**src/rtl/operand_ext.sv**
```systemverilog
// Operand width extender (sign/zero extension or magnitude) behind a
// 2-entry valid/ready buffer. Results carry the original sign and a magnitude overflow flag.
module operand_ext #(
  parameter int IN_W  = 8,
  parameter int OUT_W = 9
) (
  input  logic             clk,
  input  logic             rst,
  input  logic             in_valid,
  output logic             in_ready,
  input  logic [IN_W-1:0]  in_data,
  input  logic             in_signed,
  input  logic             in_abs,
  output logic             out_valid,
  input  logic             out_ready,
  output logic [OUT_W-1:0] out_data,
  output logic             out_neg,
  output logic             out_ovf
);

  generate
    if ((OUT_W < IN_W) || (IN_W < 2)) begin : g_param_check
      $error("operand_ext: requires IN_W >= 2 and OUT_W >= IN_W");
    end
  endgenerate

  localparam logic [IN_W-1:0] MOST_NEG = IN_W'(1) << (IN_W - 1);

  // Result computation on the incoming operand
  logic [OUT_W-1:0] ext_w;
  logic [OUT_W-1:0] res_data_w;
  logic             res_neg_w;
  logic             res_ovf_w;

  always_comb begin
    ext_w = OUT_W'(in_data);
    if (in_signed) begin
      ext_w = OUT_W'($signed(in_data));
    end
    res_neg_w  = in_signed & in_data[IN_W-1];
    res_data_w = ext_w;
    if (in_abs && res_neg_w) begin
      res_data_w = ~ext_w + OUT_W'(1);
    end
    // Only the most-negative operand with no headroom bit cannot be negated;
    // its two's-complement negation wraps back to itself.
    res_ovf_w = in_abs & res_neg_w & (OUT_W == IN_W) & (in_data == MOST_NEG);
  end

  // Two-entry buffer state
  logic [OUT_W-1:0] data_q [2];
  logic [OUT_W-1:0] data_d [2];
  logic [1:0]       neg_q;
  logic [1:0]       neg_d;
  logic [1:0]       ovf_q;
  logic [1:0]       ovf_d;
  logic             wr_ptr_q;
  logic             wr_ptr_d;
  logic             rd_ptr_q;
  logic             rd_ptr_d;
  logic [1:0]       cnt_q;
  logic [1:0]       cnt_d;

  logic push;
  logic pop;

  // in_ready depends only on registered occupancy, never on out_ready.
  assign in_ready  = (cnt_q != 2'd2);
  assign out_valid = (cnt_q != 2'd0);
  assign out_data  = data_q[rd_ptr_q];
  assign out_neg   = neg_q[rd_ptr_q];
  assign out_ovf   = ovf_q[rd_ptr_q];

  assign push = in_valid & in_ready;
  assign pop  = out_valid & out_ready;

  always_comb begin
    data_d   = data_q;
    neg_d    = neg_q;
    ovf_d    = ovf_q;
    wr_ptr_d = wr_ptr_q;
    rd_ptr_d = rd_ptr_q;
    cnt_d    = cnt_q;
    if (push) begin
      data_d[wr_ptr_q] = res_data_w;
      neg_d[wr_ptr_q]  = res_neg_w;
      ovf_d[wr_ptr_q]  = res_ovf_w;
      wr_ptr_d         = ~wr_ptr_q;
    end
    if (pop) begin
      rd_ptr_d = ~rd_ptr_q;
    end
    case ({push, pop})
      2'b10:   cnt_d = cnt_q + 2'd1;
      2'b01:   cnt_d = cnt_q - 2'd1;
      default: cnt_d = cnt_q;
    endcase
  end

  always_ff @(posedge clk) begin
    if (rst) begin
      for (int i = 0; i < 2; i++) begin
        data_q[i] <= '0;
      end
      neg_q    <= '0;
      ovf_q    <= '0;
      wr_ptr_q <= 1'b0;
      rd_ptr_q <= 1'b0;
      cnt_q    <= 2'd0;
    end else begin
      data_q   <= data_d;
      neg_q    <= neg_d;
      ovf_q    <= ovf_d;
      wr_ptr_q <= wr_ptr_d;
      rd_ptr_q <= rd_ptr_d;
      cnt_q    <= cnt_d;
    end
  end

endmodule
```
**config.mk**
```make
export PLATFORM = sky130hd
export DESIGN_NAME = operand_ext
export DESIGN_NICKNAME = d
export VERILOG_FILES = /design/src/rtl/operand_ext.sv
export SDC_FILE = /design/constraint.sdc
export NUM_CORES = 1
export LEC_CHECK = 0
export ABC_AREA = 1
export BUFFER_PORTS_ARGS = -buffer_cell sky130_fd_sc_hd__buf_4
export CAP_MARGIN = 20
export CORE_UTILIZATION = 25
export DETAILED_ROUTE_END_ITERATION = 6
export HOLD_SLACK_MARGIN = 0.15
export PLACE_DENSITY_LB_ADDON = 0.05
export REMOVE_ABC_BUFFERS = 1
export SLEW_MARGIN = 20
export SYNTH_ARGS = -nofsm -noshare
export SYNTH_HDL_FRONTEND = slang
export SYNTH_SLANG_ARGS = --single-unit
```
**constraint.sdc**
```tcl
create_clock -name clk -period 4.02 [get_ports clk]
set_input_delay 0.603 -clock clk [delete_from_list [all_inputs] [get_ports clk]]
set_output_delay 0.603 -clock clk [all_outputs]
set_load 0.01 [all_outputs]
```
# --- Yosys cells after proc, flatten, opt, wreduce, memory -nomap -nowiden ---
# Index checks and enable logic that the tools add are counted.
totals:
  register_bits: 26
  output_inout_bits: 13
classes:
  addsub: 3
  magnitude_cmp: 6
  eq_ne: 3
  muxes: 16
  bitwise_logic: 10
  reduce_logical: 5
ops:
  columns: ["op", "count"]
  rows:
  - ["9-bit 2-to-1 mux", 6]
  - ["18-bit bitwise mux", 1]
  - ["9-bit by 1-bit adder with 9-bit output (second input constant)", 1]
  - ["9-bit demux with 1-bit select", 1]
  - ["9-bit inverter", 1]
  - ["1-bit 2-to-1 mux", 5]
  - ["2-bit >= comparator (second input constant)", 2]
  - ["1-bit by 2-bit less-than comparator with 1-bit output (second input constant)", 2]
  - ["1-bit inverter with 2-bit output", 2]
  - ["2-bit one-hot mux with 2 select lines", 1]
  - ["2-bit nonzero test", 2]
  - ["1-bit bitwise AND", 3]
  - ["1-bit logical AND", 3]
  - ["2-bit by 1-bit adder with 2-bit output (second input constant)", 1]
  - ["2-bit bitwise AND", 1]
  - ["2-bit bitwise mux", 1]
  - ["2-bit by 1-bit == test with 1-bit output (second input constant)", 1]
  - ["2-bit == test (second input constant)", 1]
  - ["2-bit by 1-bit less-than comparator with 1-bit output (second input constant)", 1]
  - ["2-bit inequality test (second input constant)", 1]
  - ["1-bit inverter", 2]
  - ["2-bit inverter", 1]
  - ["2-bit by 1-bit subtractor with 2-bit output (second input constant)", 1]
  - ["1-bit demux with 1-bit select", 1]
  - ["1-bit >= comparator (second input constant)", 1]

# --- Depth between registers and ports, before layout ---
# Gate-level depths: netlist of run 1.
depth:
  ltp_word: 6
  ltp_mapped: 9
  depth_no_buf: 8

# --- Least setup slack after synthesis of run 1 ---
# OpenSTA, ideal clock, no wires.
synth_timing:
  kind: "reg-to-output"
  start: "reg rd_ptr_q"
  end: "out out_data[0]"
  arrival_ns: 0.853
  required_time_ns: 3.417
  slack_ns: 2.564
  path_stages_with_launch: 4
  path_buffers: 1
  path_cell_list: "dfxtp_1 -> clkbuf_1 -> nand2_1 -> o21ai_0"
synth_via:
  elab_chain_len: 4
synth_rtl:
  columns: ["item", "line_no", "rtl"]
  rows:
  - ["start: declaration", "59", "logic rd_ptr_q;"]
  - ["start signal: assignment", "115", "rd_ptr_q <= rd_ptr_d;"]
  - ["1-bit inverter with 2-bit output (not written as such)", "70", "assign out_data = data_q[rd_ptr_q];"]
  - ["9-bit 2-to-1 mux (not written as such) (3 in series)", "70", null]
  - ["end: declaration", "16", "output logic [OUT_W-1:0] out_data,"]
# No other way between the ends. The select of a mux whose other input is x is not followed.

# --- Worst setup path in the final report of run 1 ---
layout_timing:
  start: "reg rd_ptr_q"
  end: "out out_ovf"
layout_via:
  elab_chain_len: 2
layout_rtl:
  columns: ["item", "line_no", "rtl"]
  rows:
  - ["1-bit 2-to-1 mux (not written as such) (2 in series)", "72", "assign out_ovf = ovf_q[rd_ptr_q];"]
  - ["end: declaration", "18", "output logic out_ovf"]
# No other way between the ends. The select of a mux whose other input is x is not followed.

==> flow_summary.json, run 1 <==
{
  "dr_wl_met2_um": 1360,
  "antenna_found_initial": 0,
  "final_common_cell": "nand2_1",
  "synth_cells": 187,
  "powerDensity_nw_per_um2": 431,
  "htreeDepth": 1,
  "status": "finished clean",
  "whs_ps": 434,
  "cts_tree": "yes",
  "rr_worst_depth": 8,
  "clk_pin_slew_worst_paths_ps": 90,
  "antenna_cells": 0,
  "cts_buffers": 3,
  "hp-start": "ovf_q[1]$_SDFFE_PP0N_",
  "viasPerCell": 4.21,
  "synth_top_flop_cell": "dfxtp_1",
  "rsz0062_at_grt": "no",
  "drt-met1-wl_um": 1540,
  "crit_fanout": 17,
  "dr.pass1.iters": 4,
  "p_comb_share_pct": 29.9,
  "gp_congestion": 0.680,
  "drv_slew": 0,
  "ff_latch_area_um2": 520,
  "hpwl_um": 2360,
  "cp-start-kind": "flip-flop",
  "antenna_left": 0,
  "clock_latency_ps": 270,
  "ys_seq_area_share_pct": 38.7,
  "drt-total-wl_um": 3040,
  "fin_crit_sh_pct": 53.6,
  "grt_pass1_wl_um": 4910,
  "finalClockSkew_ps": 3.99,
  "drt_iter0_drc": 25,
  "drc": 0,
  "syn-cell-area_um2": 1340,
  "portBuffers": 26,
  "cp.arrival_ps": 1550,
  "hold_depth": 2,
  "pwr-share-seq_pct": 45.9,
  "first_global_vias": 1080,
  "nFillCells": 588,
  "synth.distinct_cells": 26,
  "ctsHoldBuffers": 0,
  "root_buffer": "clkbuf_8",
  "ctsLongestPathBuffers": 2,
  "setup_violations": 0,
  "layout_common_cells": "nand2_1, inv_1, dfxtp_1, buf_4, o21ai_0",
  "cp-startpoint": "rd_ptr_q$_SDFFE_PP0P_",
  "path_class": "flip-flop to primary output",
  "period_minus_slack_ps": 2160,
  "slew_headroom_pct": 64.2,
  "required_ps": 3420,
  "ff2ff_setup_slack_ps": 2570,
  "std_cell_rows": 26,
  "grt_max_degree": 18,
  "power.leakage_uw": 0.000768,
  "syn_to_final_growth_pct": 22.0,
  "wl_per_cell_um": 10.7,
  "drv_cap": 0,
  "die_x_um": 75.3,
  "synth_async_sr_flop_share_pct": 0,
  "ios": 27,
  "holdPathEnd": "ovf_q[1]$_SDFFE_PP0N_",
  "worstMarginPinSlew_ps": 536,
  "highest_layer": "met4",
  "die_area_um2": 5670,
  "finalSetupTns_ps": 0,
  "hold_class": "flip-flop to flip-flop",
  "final_hold_viol_count": 0,
  "dr_wl_met3_um": 101,
  "cts_setup_buffers": 0,
  "r2r-end": "cnt_q[1]$_SDFFE_PP0P_",
  "grt_util_all_layers_pct": 11.7,
  "avgSynthCellArea_um2": 7.19,
  "overflow": 0,
  "multi_input_area_um2": 672,
  "coreArea_um2": 5140,
  "clkPwrFrac_pct": 24.2,
  "initial_core_util_pct": 26.1,
  "r2r-start": "cnt_q[0]$_SDFFE_PP0P_",
  "worstSetupEndpointType": "primary output",
  "p_sw_share_pct": 33.8,
  "drive_gt1_share_pct": 23.0,
  "ir_drop_mv": 0.137,
  "yosys_warnings": 0,
  "cts_sinks": 26,
  "p_switching_uw": 239,
  "finalNetCount": 230,
  "fmax_mhz": 464,
  "synth_seq_cells": 26,
  "intPower_uw": 468,
  "die_h_um": 75.3,
  "via_count": 1192,
  "synth-edff-count": 0,
  "cts_resized": 0
}
## registers in the layout (all words and copies together), names as in the netlist
signal    flops
data_q       18
cnt_q         2
neg_q         2
ovf_q         2
rd_ptr_q      1
wr_ptr_q      1
## cell families (layout without fill, tap and decap cells)
kind of cell	Yosys count	in the layout	synth area share, %
buffers and inverters	33	59	11.3
flip-flops	26	26	38.7
XOR/XNOR	1	1	0.652
AND/OR/NAND/NOR	84	84	29.4
adder cells (fa/ha/maj)	2	2	1.86
AO/OA/AOI/OAI	41	41	18.1
## how the worst max path moves through the flow
stage	end	slack [ps]	depth (start not counted)
finish	out_ovf	1860	3
global route	out_ovf	1690	3
CTS	out_ovf	1830	3
detailed placement	out_ovf	2160	3
global placement	out_data[8]	2180	3
floorplan	out_data[7]	2410	2
## power groups by stage
stage | clock network (µW) | logic (µW) | registers, µW
finish | 171 | 211 | 324
global route | 186 | 241 | 330
CTS | 177 | 217 | 325
detailed placement | 0 | 216 | 331
global placement | 0 | 214 | 330
floorplan | 0 | 136 | 322
## synthesized netlist by cell type, types with 2 or more instances
library cell  count  area [µm²]
nand3_2           3        30.0
o22ai_1           2        12.5
o21ai_0          16        80.1
o21ai_1           5        25.0
nor2_1            8        30.0
a21oi_2           2        17.5
nand2_1          56         210
dfxtp_1          26         521
inv_1            26        97.6
nand3_1           7        35.0
inv_2             3        11.3
nand3b_1          3        22.5
ha_1              2        25.0
nand2_4           2        22.5
nand2_2           3        18.8
a21oi_1          11        55.1
o21ai_2           3        26.3
## final cells by class
class,count,share of cell area [%]
Sequential cell,26,31.8
Multi-Input combinational cell,128,41.0
Inverter,29,6.64
Tap cell,70,5.34
Timing Repair Buffer,26,11.9
Clock buffer,4,3.36
## critical path: stages (launching register included)
cell	delay, ps
dfxtp_1	670
inv_1	240
o21ai_0	220
buf_4	150
## stage by stage
stage	power (µW)	setup WS (ps)	instance area, µm²	cells	util (%)
after global placement	543	2180	1580	279	30.8
after detailed placement	547	2160	1580	279	30.8
final	707	1860	1640	283	31.9
after floorplan	458	2410	1300	183	-
after global routing	758	1690	1640	283	31.9
after CTS	719	1830	1640	283	31.9
## metal layers
layer	vias up	GRT usage [%]
met2	24	19.2
met5	-	0
met1	524	15.0
met4	0	4.94
li1	640	-
met3	4	1.98
Note: power is estimated with default switching activity, not from simulation.
==> run 2: changes to the inputs <==
--- a/config.mk
+++ b/config.mk
@@ -5,7 +5,7 @@
 export SDC_FILE = /design/constraint.sdc
 export NUM_CORES = 1
 export LEC_CHECK = 0
-export ABC_AREA = 1
+export ABC_AREA = 0
 export BUFFER_PORTS_ARGS = -buffer_cell sky130_fd_sc_hd__buf_4
 export CAP_MARGIN = 20
 export CORE_UTILIZATION = 25
==> constraint.sdc (replaced) <==
create_clock -name clk -period 2.08 [get_ports clk]
set_input_delay 0.312 -clock clk [delete_from_list [all_inputs] [get_ports clk]]
set_output_delay 0.312 -clock clk [all_outputs]
set_load 0.01 [all_outputs]
==> run 2 against run 1 <==
  * Clock skew fell by 0.79 ps
  * Critical path depth rose by 2
  * Largest power group is now combinational cells
  * Hold slack got worse by 170 ps
  * Cell area fell by 2.7%
  * Critical path type is now flip-flop to flip-flop
  * Via count fell by 16%
  * Setup slack got worse by 1600 ps
  * Clock power rose by 95%
  * Die area fell by 4.8%
  * Core utilization rose by 1.2 points
  * Critical endpoint is now cnt_q[1]$_SDFFE_PP0P_
  * Clock-buffer cell count did not move
  * Synthesized cell count fell by 29%
==> flow_summary.json, run 2 <==
{
  "status": "finished clean",
  "crit_buf_inv": 0,
  "powerDensity_nw_per_um2": 1020,
  "overflow": 0,
  "synth_largest_area_cell": "dfxtp_1",
  "die_x_um": 73.5,
  "slew_headroom_pct": 78.3,
  "synth_most_common_cell": "dfxtp_1",
  "fin_crit_sh_pct": 84.9,
  "worst-path-stages": 5,
  "clk_pin_slew_worst_paths_ps": 90,
  "synth_async_sr_flop_share_pct": 0,
  "total_power_uw": 1630,
  "r2r-end": "cnt_q[1]$_SDFFE_PP0P_",
  "antenna_cells": 0,
  "coreArea_um2": 4820,
  "clock_latency_ps": 270,
  "largest_reg_flops": 18,
  "viasPerCell": 4.39,
  "synth_cells": 133,
  "syn_to_final_growth_pct": 24.8,
  "cts_buffers": 3,
  "worstPathCellList": "or2_2 > and2_1 > ha_1 > or3_1 > a21oi_1",
  "cts_setup_buffers": 0,
  "ff_latch_area_um2": 520,
  "ios": 27,
  "ir_drop_mv": 0.415,
  "path_class": "flip-flop to flip-flop",
  "regMostFlops": "data_q",
  "avgSynthCellArea_um2": 9.61,
  "finalNetCount": 178,
  "cp.arrival_ps": 1980,
  "ctsHoldBuffers": 0,
  "initial_core_util_pct": 26.5,
  "ff2ff_setup_slack_ps": 310,
  "slowest_stage": "or3_1",
  "synth_area_leaders": "dfxtp_1, mux2_2, a211oi_2",
  "cts_resized": 0,
  "nFillCells": 527,
  "worstMarginPinSlew_ps": 324,
  "r2r-start": "cnt_q[0]$_SDFFE_PP0P_",
  "wl_per_cell_um": 13.5,
  "power.leakage_uw": 0.000645,
  "syn-cell-area_um2": 1280,
  "worst_path_dominant_cell_family": "simple AND/OR/NAND/NOR gates",
  "drt-total-wl_um": 3080,
  "portBuffers": 26,
  "rsz0062_at_grt": "no",
  "crit_end": "cnt_q[1]$_SDFFE_PP0P_",
  "drv_cap": 0,
  "gp_congestion": 0.734,
  "multi_input_area_um2": 691,
  "grt_pass1_wl_um": 5010,
  "cp-startpoint": "cnt_q[0]$_SDFFE_PP0P_",
  "final_util_pct": 33.1,
  "crit_fanout": 4,
  "die_h_um": 73.5,
  "synth_top_flop_cell": "dfxtp_1",
  "worstSetupEndpointType": "flip-flop",
  "die_area_um2": 5400,
  "cts_sinks": 26,
  "htreeDepth": 1,
  "drv_slew": 0,
  "synth.distinct_cells": 34,
  "final_common_cell": "buf_4",
  "drive_gt1_share_pct": 37.9,
  "grt_util_all_layers_pct": 12.3,
  "period_minus_slack_ps": 1770,
  "cp-start-kind": "flip-flop",
  "antenna_left": 0,
  "ys_seq_area_share_pct": 40.7,
  "whs_ps": 268,
  "fin_ws_ps": 313,
  "cts_tree": "yes",
  "hpwl_um": 2220,
  "required_ps": 2290,
  "layout_common_cells": "buf_4, dfxtp_1, nand2_1, o21ai_0, nor2_1",
  "std_cell_rows": 25,
  "setup_violations": 0,
  "grt_max_degree": 19,
  "synth-edff-count": 0,
  "first_global_vias": 1039,
  "slowest_delay_ps": 390,
  "dr.pass1.iters": 4,
  "drc": 0,
  "yosys_warnings": 0,
  "drt_iter0_drc": 12,
  "ctsLongestPathBuffers": 2,
  "hold_class": "input pin to flip-flop",
  "via_count": 1001,
  "finalClockSkew_ps": 3.20,
  "root_buffer": "clkbuf_8",
  "synthDominantCellAreaShare_pct": 40.7,
  "antenna_found_initial": 0,
  "dp_slack_ps": 327,
  "fmax_mhz": 566,
  "synth_seq_cells": 26,
  "finalSetupTns_ps": 0,
  "final_hold_viol_count": 0,
  "rr_worst_depth": 5,
  "synth_common_cells": "dfxtp_1, nand2_1, nor2_1, o21ai_0, mux2_2"
}
run 2: changes by cell type after synthesis, sizes merged, moves of 3 or more:
cell    delta
nand2     -46
mux2      +10
nand3      -8
a21oi      -7
xnor2      +7
nor2       +4
nand3b     -3
buf        +4
o21ai     -10
inv       -26
a211oi     +6
a31oi      +3
run 2: where the power goes:
part           internal, µW  switching [µW]  leakage, µW  total [µW]
Combinational           329             321     0.000404         650
Sequential              582            60.6     0.000213         643
Clock                   169             163    0.0000288         333
run 2: kinds of logic after synthesis:
logic type,share of synthesized area [%]
compound gates,17.9
xor+xnor,6.17
buf+inv,5.19
simple gates,18.4
mux,9.60
fa+ha+maj,1.96
flops,40.7
run 2: layer usage:
layer | routed length, µm | GRT usage, % | vias to the layer above
met5 | 0 | 0 | -
met2 | 1470 | 20.5 | 14
li1 | - | - | 518
met1 | 1510 | 16.1 | 467
met3 | 79 | 2.19 | 2
met4 | 20 | 3.85 | 0
run 2: cell type report:
type                    count  share of cell area (%)
clock buffers               4                    3.45
flip-flops and latches     26                    32.7
multi-input cells          97                    43.3
inverters                   3                   0.706
well taps                  67                    5.26
repair buffers             31                    14.6
run 2: worst min-delay path by stage:
stage / from / to / slack [ps] / depth (start not counted)
after global routing: in_abs / data_q[8]$_SDFFE_PP0P_ / 270 / 2
after floorplan: rst / data_q[17]$_SDFFE_PP0P_ / 370 / 1
after CTS: in_abs / data_q[8]$_SDFFE_PP0P_ / 260 / 2
after detailed placement: neg_q[1]$_SDFFE_PP0P_ / neg_q[1]$_SDFFE_PP0P_ / 440 / 2
after global placement: data_q[2]$_SDFFE_PP0P_ / data_q[2]$_SDFFE_PP0P_ / 430 / 2
final: in_abs / data_q[8]$_SDFFE_PP0P_ / 270 / 2
run 2: stage by stage:
| stage | std cells | area, µm² |
|---|---|---|
| 2_1_floorplan | 126 | 1220 |
| 6_report | 228 | 1590 |
| 3_5_place_dp | 224 | 1540 |
| 3_3_place_gp | 224 | 1540 |
| 4_1_cts | 228 | 1590 |
| 5_1_grt | 228 | 1590 |
==> run 3: changes to the inputs <==
==> constraint.sdc (replaced) <==
create_clock -name clk -period 1.55 [get_ports clk]
set_input_delay 0.2325 -clock clk [delete_from_list [all_inputs] [get_ports clk]]
set_output_delay 0.2325 -clock clk [all_outputs]
set_load 0.01 [all_outputs]
==> run 3 against run 2 <==
  * Combinational power grew 62%
  * Largest cell class unchanged
  * Clock skew is 1.2 ps higher
  * Setup slack got worse by 300 ps
  * Cell count rose by 3.1%
  * Largest power group unchanged
  * Core utilization rose by 1.6 points
  * Wire length fell by 2.0%
  * Global-route usage is 0.13 points lower
  * Clock-buffer cell count down 1
  * Critical path depth is 1 higher
==> flow_summary.json, run 3 (synthesis results as in run 2) <==
{
  "total_power_uw": 2270,
  "required_ps": 1750,
  "ctsLongestPathBuffers": 2,
  "period_minus_slack_ps": 1530,
  "drive_gt1_share_pct": 42.3,
  "finalClockSkew_ps": 4.42,
  "largest_reg_flops": 18,
  "grt_max_degree": 18,
  "syn_to_final_growth_pct": 30.9,
  "cts_tree": "yes",
  "antenna_left": 0,
  "final_hold_viol_count": 0,
  "path_class": "flip-flop to flip-flop",
  "fin_crit_sh_pct": 98.9,
  "cts_buffers": 3,
  "portBuffers": 26,
  "initial_core_util_pct": 26.5,
  "drt-total-wl_um": 3020,
  "ir_drop_mv": 0.580,
  "dp_slack_ps": -97.5,
  "via_count": 1013,
  "dp.cells": 231,
  "finalNetCount": 186,
  "grt_pass1_wl_um": 4950,
  "drc": 0,
  "clk_pin_slew_worst_paths_ps": 80,
  "first_global_vias": 1008,
  "power.leakage_uw": 0.000684,
  "powerDensity_nw_per_um2": 1360,
  "fin_ws_ps": 17.2,
  "dr.pass1.iters": 4,
  "std_cell_rows": 25,
  "clock_latency_ps": 260,
  "ios": 27,
  "final_common_cell": "buf_4",
  "antenna_found_initial": 0,
  "worstSetupEndpointType": "flip-flop",
  "status": "finished clean",
  "layout.cells.non_filler": 235,
  "antenna_cells": 0,
  "hpwl_um": 2280,
  "regMostFlops": "data_q",
  "nFillCells": 527,
  "crit_fanout": 2,
  "fmax_mhz": 652,
  "wl_per_cell_um": 12.8,
  "viasPerCell": 4.31,
  "slew_headroom_pct": 83.1,
  "hold_class": "input pin to flip-flop",
  "drt_iter0_drc": 12,
  "die_h_um": 73.5,
  "drv_slew": 0,
  "htreeDepth": 1,
  "rsz0062_at_grt": "yes",
  "overflow": 0,
  "die_area_um2": 5400,
  "gp_congestion": 0.800,
  "coreArea_um2": 4820,
  "cts_sinks": 26,
  "root_buffer": "clkbuf_8",
  "cp.arrival_ps": 1730,
  "setup_violations": 0,
  "grt_util_all_layers_pct": 12.2,
  "die_x_um": 73.5,
  "cp-start-kind": "flip-flop",
  "ctsHoldBuffers": 0,
  "layout_common_cells": "buf_4, dfxtp_1, nand2_1, o21ai_0, nor2_1",
  "worstMarginPinSlew_ps": 246,
  "drv_cap": 0
}
==> run 3: through the flow <==
step	TNS (ps)	hold WS (ps)	instance area, µm²	utilization (%)
3_5_place_dp	-97.5	438	1600	33.3
4_1_cts	0	191	1660	34.5
3_3_place_gp	-59.2	433	1600	33.3
6_report	0	196	1670	34.7
2_1_floorplan	-162	295	1220	-
5_1_grt	-54.1	193	1670	34.7
==> run 3: timing repair <==
item                                    in CTS  in global routing
endpoints found under the setup margin       1                  6
pin swaps                                    4                  0
resized for setup                            3                  1
setup buffers                                0                  1
==> run 3: layer usage <==
layer | vias to the layer above | track usage [%] | wire, µm
li1 | 530 | - | -
met1 | 465 | 16.0 | 1480
met5 | - | 0 | 0
met4 | 0 | 2.56 | 23
met3 | 2 | 3.57 | 114
met2 | 16 | 19.8 | 1400
==> run 3: final timing paths <==
check,depth (start not counted),start,end,slack [ps]
max,6,cnt_q[0]$_SDFFE_PP0P_,cnt_q[1]$_SDFFE_PP0P_,20
min,2,in_abs,data_q[8]$_SDFFE_PP0P_,200
max reg2reg,6,cnt_q[0]$_SDFFE_PP0P_,cnt_q[1]$_SDFFE_PP0P_,20
min reg2reg,2,neg_q[1]$_SDFFE_PP0P_,neg_q[1]$_SDFFE_PP0P_,450
==> run 3: report_power, final <==
group	internal, µW	switching [µW]
clock network	174	194
logic	576	476
registers	784	64.6
==> run 3: worst max-delay path, cell delays in order (launching register included) <==
cell	delay (ps)
dfxtp_2	320
or2_2	300
and2_4	150
ha_4	150
xnor2_1	120
or3_1	310
a21oi_1	120
==> run 3: layout make-up <==
class / count / area [µm²] / share of cell area, %
Multi-Input combinational cell: 97 / 706 / 42.2
Sequential cell: 26 / 522 / 31.2
Clock buffer: 3 / 41.3 / 2.47
Tap cell: 67 / 83.8 / 5.01
Timing Repair Buffer: 39 / 309 / 18.5
Inverter: 3 / 11.3 / 0.673
